===== config.mk =====
export PLATFORM = sky130hd
export DESIGN_NAME = btn_req_queue
export DESIGN_NICKNAME = d
export VERILOG_FILES = /design/src/rtl/tl_pkg.sv /design/src/rtl/debounce_sync_sr.sv /design/src/rtl/btn_req_queue.sv
export SDC_FILE = /design/constraint.sdc
export NUM_CORES = 1
export LEC_CHECK = 0
export ABC_CLOCK_PERIOD_IN_PS = 8660
export BUFFER_PORTS_ARGS = -buffer_cell sky130_fd_sc_hd__buf_2
export CAP_MARGIN = 10
export CORE_ASPECT_RATIO = 0.5
export CORE_MARGIN = 1
export CORE_UTILIZATION = 40
export DETAILED_ROUTE_END_ITERATION = 8
export REMOVE_ABC_BUFFERS = 1
export SLEW_MARGIN = 20
export SYNTH_ARGS = -nofsm -noshare
export SYNTH_HDL_FRONTEND = slang
export SYNTH_HIERARCHICAL = 1
export SYNTH_SLANG_ARGS = --single-unit

===== constraint.sdc =====
create_clock -name clk -period 8.66 [get_ports clk]
set_clock_uncertainty 0.2 [all_clocks]
set_input_delay 1.732 -clock clk [delete_from_list [all_inputs] [get_ports clk]]
set_output_delay 1.732 -clock clk [all_outputs]
set_load 0.02 [all_outputs]

===== src/rtl/tl_pkg.sv =====
// Shared traffic-light types and the button-index to target-phase map.
// Used by the button request front end and the traffic FSM.
package tl_pkg;

  localparam int IDX_W = 4;

  typedef enum logic [3:0] {
    S0_A_STRAIGHT,
    S1_A_YELLOW,
    S2_A_LEFT,
    S3_A_LEFT_YELLOW,
    S4_B_STRAIGHT,
    S5_B_YELLOW,
    S6_B_LEFT,
    S7_B_LEFT_YELLOW,
    S8_OVERRIDE
  } state_t;

  typedef enum logic [1:0] {
    C_RED,
    C_YELLOW,
    C_GREEN,
    C_OFF
  } code_t;

  // Pedestrian and straight requests share the straight phase of their road.
  function automatic state_t btn_target(input logic [IDX_W-1:0] idx);
    state_t s;
    case (idx)
      4'd1, 4'd4:              s = S6_B_LEFT;
      4'd0, 4'd2, 4'd3, 4'd5:  s = S4_B_STRAIGHT;
      4'd7, 4'd10:             s = S2_A_LEFT;
      4'd6, 4'd8, 4'd9, 4'd11: s = S0_A_STRAIGHT;
      default:                 s = S8_OVERRIDE;
    endcase
    return s;
  endfunction

endpackage


===== src/rtl/debounce_sync_sr.sv =====
// Two-flop synchroniser plus stability counter for one button.
// Output follows the input after DEBOUNCE_CYC+2 cycles of stability; no backpressure.
module debounce_sync_sr #(
  parameter int DEBOUNCE_CYC = 4
) (
  input  logic i_clk,
  input  logic i_rst,
  input  logic i_raw,
  output logic o_db
);

  localparam int CW = (DEBOUNCE_CYC > 1) ? $clog2(DEBOUNCE_CYC) : 1;

  logic          r_s1;
  logic          r_s2;
  logic          r_db;
  logic [CW-1:0] r_cnt;

  always_ff @(posedge i_clk) begin
    if (i_rst) begin
      r_s1  <= 1'b0;
      r_s2  <= 1'b0;
      r_db  <= 1'b0;
      r_cnt <= '0;
    end else begin
      r_s1 <= i_raw;
      r_s2 <= r_s1;
      // Any agreement with the current level restarts the stability window.
      if (r_s2 == r_db) begin
        r_cnt <= '0;
      end else if (r_cnt == CW'(DEBOUNCE_CYC - 1)) begin
        r_db  <= r_s2;
        r_cnt <= '0;
      end else begin
        r_cnt <= r_cnt + CW'(1);
      end
    end
  end

  assign o_db = r_db;

endmodule


===== src/rtl/btn_req_queue.sv =====
// Debounced button press queue feeding the FSM override; BTN_REQ_TIMEOUT_EN adds head expiry.
// jump_req 2 cycles after debounced rise; full queue drops new requests with drop_pulse.
module btn_req_queue
  import tl_pkg::*;
#(
  parameter int F_CLK_HZ      = 50_000_000,
  parameter int T_DEBOUNCE_MS = 20,
  parameter int N_BTN         = 12,
  parameter int QUEUE_DEPTH   = 4
`ifdef BTN_REQ_TIMEOUT_EN
  , parameter int TIMEOUT_CYC = 500_000_000
`endif
) (
  input  logic                         clk,
  input  logic                         rst,
  input  logic [N_BTN-1:0]             btn_raw,
  input  logic                         accept_jump,
  output logic                         jump_req,
  output state_t                       jump_state,
  output logic [IDX_W-1:0]             jump_idx,
  output logic [$clog2(QUEUE_DEPTH):0] q_count,
  output logic                         drop_pulse
);

  localparam int DEBOUNCE_CYC = (F_CLK_HZ / 1000) * T_DEBOUNCE_MS;
  localparam int PW = $clog2(QUEUE_DEPTH);
  localparam int CW = PW + 1;

  logic [N_BTN-1:0] w_db;
  logic [N_BTN-1:0] r_db_q;
  logic [N_BTN-1:0] r_rise;
  logic [N_BTN-1:0] r_hold;
  logic [15:0]      r_pending;
  logic [IDX_W-1:0] r_mem [QUEUE_DEPTH];
  logic [PW-1:0]    r_rd;
  logic [PW-1:0]    r_wr;
  logic [CW-1:0]    r_count;
  logic             r_drop;

  logic [N_BTN-1:0] w_pool;
  logic [N_BTN-1:0] w_cand_mask;
  logic             w_cand_vld;
  logic [IDX_W-1:0] w_cand_idx;
  logic [IDX_W-1:0] w_head_idx;
  logic             w_full;
  logic             w_dup;
  logic             w_tout;
  logic             w_pop;
  logic             w_push;
  logic             w_drop;
  logic [15:0]      w_pop_mask;
  logic [15:0]      w_push_mask;

  for (genvar g = 0; g < N_BTN; g++) begin : g_db
    debounce_sync_sr #(.DEBOUNCE_CYC(DEBOUNCE_CYC)) u_db (
      .i_clk (clk),
      .i_rst (rst),
      .i_raw (btn_raw[g]),
      .o_db  (w_db[g])
    );
  end

  // Fresh rises join the pool in the same cycle they are registered.
  assign w_pool      = r_hold | r_rise;
  assign w_cand_vld  = |w_pool;
  assign w_cand_mask = w_pool & ~(w_pool - N_BTN'(1));

  always_comb begin
    w_cand_idx = '0;
    for (int i = N_BTN - 1; i >= 0; i--) begin
      if (w_pool[i]) w_cand_idx = IDX_W'(i);
    end
  end

  assign w_head_idx = r_mem[r_rd];
  assign w_full     = (r_count == CW'(QUEUE_DEPTH));
  assign w_dup      = r_pending[w_cand_idx];
  assign w_pop      = (accept_jump & jump_req) | w_tout;
  assign w_push     = w_cand_vld & ~w_dup & (~w_full | w_pop);
  assign w_drop     = (w_cand_vld & ~w_dup & w_full & ~w_pop) | w_tout;

  assign w_pop_mask  = w_pop  ? (16'd1 << w_head_idx) : 16'd0;
  assign w_push_mask = w_push ? (16'd1 << w_cand_idx) : 16'd0;

`ifdef BTN_REQ_TIMEOUT_EN
  localparam int AW = $clog2(TIMEOUT_CYC + 1);
  logic [AW-1:0] r_age;

  // Accept in the expiry cycle wins, so expiry is only a fallback pop.
  assign w_tout = jump_req & ~accept_jump & (r_age == AW'(TIMEOUT_CYC - 1));

  always_ff @(posedge clk) begin
    if (rst) begin
      r_age <= '0;
    end else if (w_pop || !jump_req) begin
      r_age <= '0;
    end else begin
      r_age <= r_age + AW'(1);
    end
  end
`else
  assign w_tout = 1'b0;
`endif

  always_ff @(posedge clk) begin
    if (rst) begin
      r_db_q    <= '0;
      r_rise    <= '0;
      r_hold    <= '0;
      r_pending <= '0;
      r_rd      <= '0;
      r_wr      <= '0;
      r_count   <= '0;
      r_drop    <= 1'b0;
      for (int i = 0; i < QUEUE_DEPTH; i++) r_mem[i] <= '0;
    end else begin
      r_db_q    <= w_db;
      r_rise    <= w_db & ~r_db_q;
      r_hold    <= w_pool & ~w_cand_mask;
      r_pending <= (r_pending & ~w_pop_mask) | w_push_mask;
      r_drop    <= w_drop;
      if (w_push) begin
        r_mem[r_wr] <= w_cand_idx;
        r_wr        <= r_wr + PW'(1);
      end
      if (w_pop) r_rd <= r_rd + PW'(1);
      case ({w_push, w_pop})
        2'b10:   r_count <= r_count + CW'(1);
        2'b01:   r_count <= r_count - CW'(1);
        default: r_count <= r_count;
      endcase
    end
  end

  assign jump_req   = (r_count != '0);
  assign jump_idx   = jump_req ? w_head_idx : '0;
  assign jump_state = jump_req ? btn_target(w_head_idx) : S8_OVERRIDE;
  assign q_count    = r_count;
  assign drop_pulse = r_drop;

endmodule


==> metrics.md <==
| Metric | Value |
|---|---|
| Type of element capturing the critical path | primary output |
| Number of buffers created by CTS | 31 |
| Number of instances in the synthesized netlist | 1,726 |
| Cell Pwr Density | 191.7 nW/um2 |
| Most used flip-flop cell after synthesis | dfxtp_1 |
| Clock Pin Slew Worst Setup and Hold Paths | 0.07 ns |
| Clock sink count | 349 |
| Die Footprint | 39,740 um2 |
| Hold violation total from the final report | 0 |
| Highest cell delay on the worst timing path | 0.61 ns |
| FF+latch count, synth | 349 |
| Average wire length per cell after detail routing | 12.94 um |
| Cell type group with the largest total delay on the critical path | multiplexers |
| Count of final max-slew check failures | 0 |
| Number of input and output port buffers inserted | 26 |
| Number of setup violations in the final report | 0 |
| Antenna diodes | 0 |
| PostCTS Resize Cnt | 0 |
| Detailed placer's ending HPWL | 20,130 um |
| Utilization of the core after routing | 45.58% |
| Via count of the routed design | 11.94k |
| Clock share of power | 43.3% |
| Core region area | 37,850 um2 |
| Setup repair after global routing missed its margin | false |
| Post-Synthesis Cell Area | 15,560 um2 |
| Routed wire length | 29,680 um |
| Result of the run | completed |
| Number of flops mapped to enable cells by yosys | 16 |
| Hold Path Class | reg2reg |
| Largest net degree at the start of global routing | 56 |
| Worst-case headroom to the max-slew limit | 50.07% |
| Combinational cell fraction of total power | 6.6% |
| Violation count after the first detailed-routing iteration | 839 |
| Vertical die dimension | 141.5 um |
| Unique cell type count in the Yosys netlist | 72 |
| Async set-or-reset flop fraction in the synthesized netlist | 0% |
| RD Place Congestion | 0.7809 |
| Number of nets in the layout | 1,784 |
| Count of max-cap constraint violations | 0 |
| Data required, critical path | 6.73 ns |
| Worst IR drop on VDD | 0.0001585 V |
| Stages on the worst setup path | 7 |
| Most common cell after layout, fill and taps aside | dfxtp_1 |
| Period Utilization, post-route | 52.00% |
| Mean number of vias per cell | 5.207 |
| Worst Hold Path Cells | 1 |
| Starting utilization of the core area | 41.11% |
| H-tree level count | 1 |
| Number of design rule violations left after detail routing | 0 |
| Clock latency of the later-clocked register in the worst-skew pair | 0.58 ns |
| Transition at the pin with the smallest max-transition slack | 0.7440 ns |
| Cell type of the slowest stage on the worst timing path | mux4_2 |
| Max Fanout on Critical Path | 4 |
| Number of global-route vias before repair | 11.09k |
| Clock Tree Root | clkbuf_16 |
| Post-CTS setup buffer count | 0 |
| Net switching share of the total power | 23.27% |
| Number of cells on the worst reg-to-reg path | 11 |
| Fill cell instance count of the final layout | 3,647 |
| Maximum number of buffers from clock root to sink | 3 |
| CTS tree | built |
| Total global routing track utilization | 15.25% |
| Worst-case setup margin in the final layout | 4.157 ns |
| Final ANT Viol Nets | 0 |
| Width of the chip | 280.9 um |
| Total negative slack | 0 ns |
| Antenna violations before repair | 0 |
| Number of core rows | 50 |
| Cell chain of the critical path | mux4_2, inv_1, ha_1, mux2i_1, o22a_1, nor2_1, buf_2 |
| Maximum operating frequency | 222.1 MHz |
| Crit Path Class | reg2out |
| Crit path launch type | register |
| Share of total power in sequential cells | 50.1% |
| Buffering stage count on the worst path with inverters included | 2 |
| Average footprint of a synthesized cell | 9.014 um2 |
| Post-route total power | 0.003308 W |
| First-pass GRT wire length | 52,190 um |
| Commonest cells after routing, fill and taps aside | 333 x dfxtp_1, 209 x nor2_1, 117 x nand2_1 |
| Proportion of synthesized chip area in sequential cells | 45.93% |
| Total of hold buffers inserted after clock tree synthesis | 0 |
| Syn-to-layout area delta | 10.87% |
| Share of post-route cells with drive strength above 1 | 7.948% |
| Global route total overflow | 0 |
| Leakage | 5.285 nW |
| Number of synthesis warnings | 6 |
| Sw Pwr | 0.0007699 W |
| Worst endpoint data arrival time | 2.57 ns |
| 1st-pass router iterations | 5 |
| Min Tclk post-route | 4.503 ns |
| Worst slack, placed | 4.402 ns |
| # IOs | 28 |
| Cell internal power dissipation | 0.002538 W |
[cells in the mapped netlist (11+ instances only)]
cell type    n  share of area [%]
nand4_1     58                2.3
nand2_1    117                2.8
or4_1       52                2.5
o31ai_1     52                2.5
inv_1       36               0.87
o21ai_1     12               0.39
or3_1       53                2.1
nand3_1    101                3.2
xnor2_1     64                3.6
xor2_1      82                4.6
a21oi_1    102                3.3
buf_4       13               0.63
nor3_1      31                1.0
nor4_1      31                1.2
buf_2       23               0.74
and4_1      23                1.3
nor2_1     209                5.0
nand3b_1    11               0.53
nor2b_1     50                2.0
nand3_2     11               0.71
or4b_4      11               0.97
dfxtp_1    333                 43
nor4bb_1    12               0.77
and2_1      37                1.5
edfxtp_1    16                3.1
ha_1        16                1.3
and3_1      24               0.96
clkbuf_1    11               0.27
o21ai_0     59                1.9
[power groups by stage]
stage                     clock network (W)  logic, W  registers (W)
final                               0.00143  0.000220        0.00166
after global placement                    0  0.000219        0.00169
after global routing                0.00155  0.000240        0.00166
after detailed placement                  0  0.000221        0.00169
after CTS                           0.00149  0.000222        0.00166
after floorplan                           0  0.000138        0.00169
[cell families (layout without fill, tap and decap cells)]
logic type / after synthesis / after routing / synth area share, %
compound gates: 260 / 260 / 10.14
flops: 349 / 349 / 45.93
other cells: 1 / 1 / 0.02410
mux: 9 / 9 / 0.9248
simple gates: 859 / 859 / 30.74
buf+inv: 85 / 133 / 2.605
xor+xnor: 146 / 146 / 8.219
fa+ha+maj: 17 / 17 / 1.415
[layout make-up]
type                            count  area [um2]  share of cell area [%]
Inverter                           36       135.1                  0.7833
Sequential cell                   349        7147                   41.43
Timing Repair Buffer               42       252.7                   1.465
Tap cell                          520       650.6                   3.772
Clock buffer                       41       864.6                   5.012
Clock inverter                     14       193.9                   1.124
Multi-Input combinational cell   1292        8006                   46.41
[path summary, 6_finish.rpt]
check	from	end	slack [ns]
worst max-delay path	register	jump_state[1]	4.16
worst min-delay path	r_db_q[3]$_SDFF_PP0_	r_rise[3]$_SDFF_PP0_	0.18
worst max register to register	r_rise[8]$_SDFF_PP0_	q_count[2]$_SDFFE_PP0P_	4.94
worst min register to register	r_db_q[3]$_SDFF_PP0_	r_rise[3]$_SDFF_PP0_	0.18
[worst register-to-register path, stage by stage (launching register included)]
cell and delay [ns]:
dfxtp_1 0.31, or4_1 0.57, o21ai_0 0.24, a21oi_1 0.11, nand2b_1 0.34, nor4bb_1 0.26
nor4_1 0.45, inv_1 0.12, fa_1 0.40, nor3_1 0.19, a22oi_1 0.10, mux2_1 0.33
[through the flow]
step / area (um2) / instances / hold slack (ns)
detailed placement: 16190 / 2239 / 0.1777
global placement: 16190 / 2239 / 0.1705
CTS: 17250 / 2294 / 0.1868
global route: 17250 / 2294 / 0.1918
floorplan: 15290 / 1677 / 0.1674
finish: 17250 / 2294 / 0.1819
[sequential cells by signal (all words and copies together), names as in the netlist, named ones only]
register	flops
g_db.u_db/o_db	12
r_pending	12
g_db.u_db/r_cnt	240
r_hold	11
r_mem	16
q_count	3
g_db.u_db/r_s1	12
r_wr	2
g_db.u_db/r_s2	12
drop_pulse	1
r_rise	12
r_rd	2
r_db_q	12
[metal layers]
metal	routed length, um	vias to the layer above	global-route usage, %
li1	-	6281	-
met1	15770	5527	21.79
met2	12660	98	24.21
met3	780	38	2.371
met4	472	0	3.307
met5	0	-	0
Note: power is estimated with default switching activity, not from simulation.
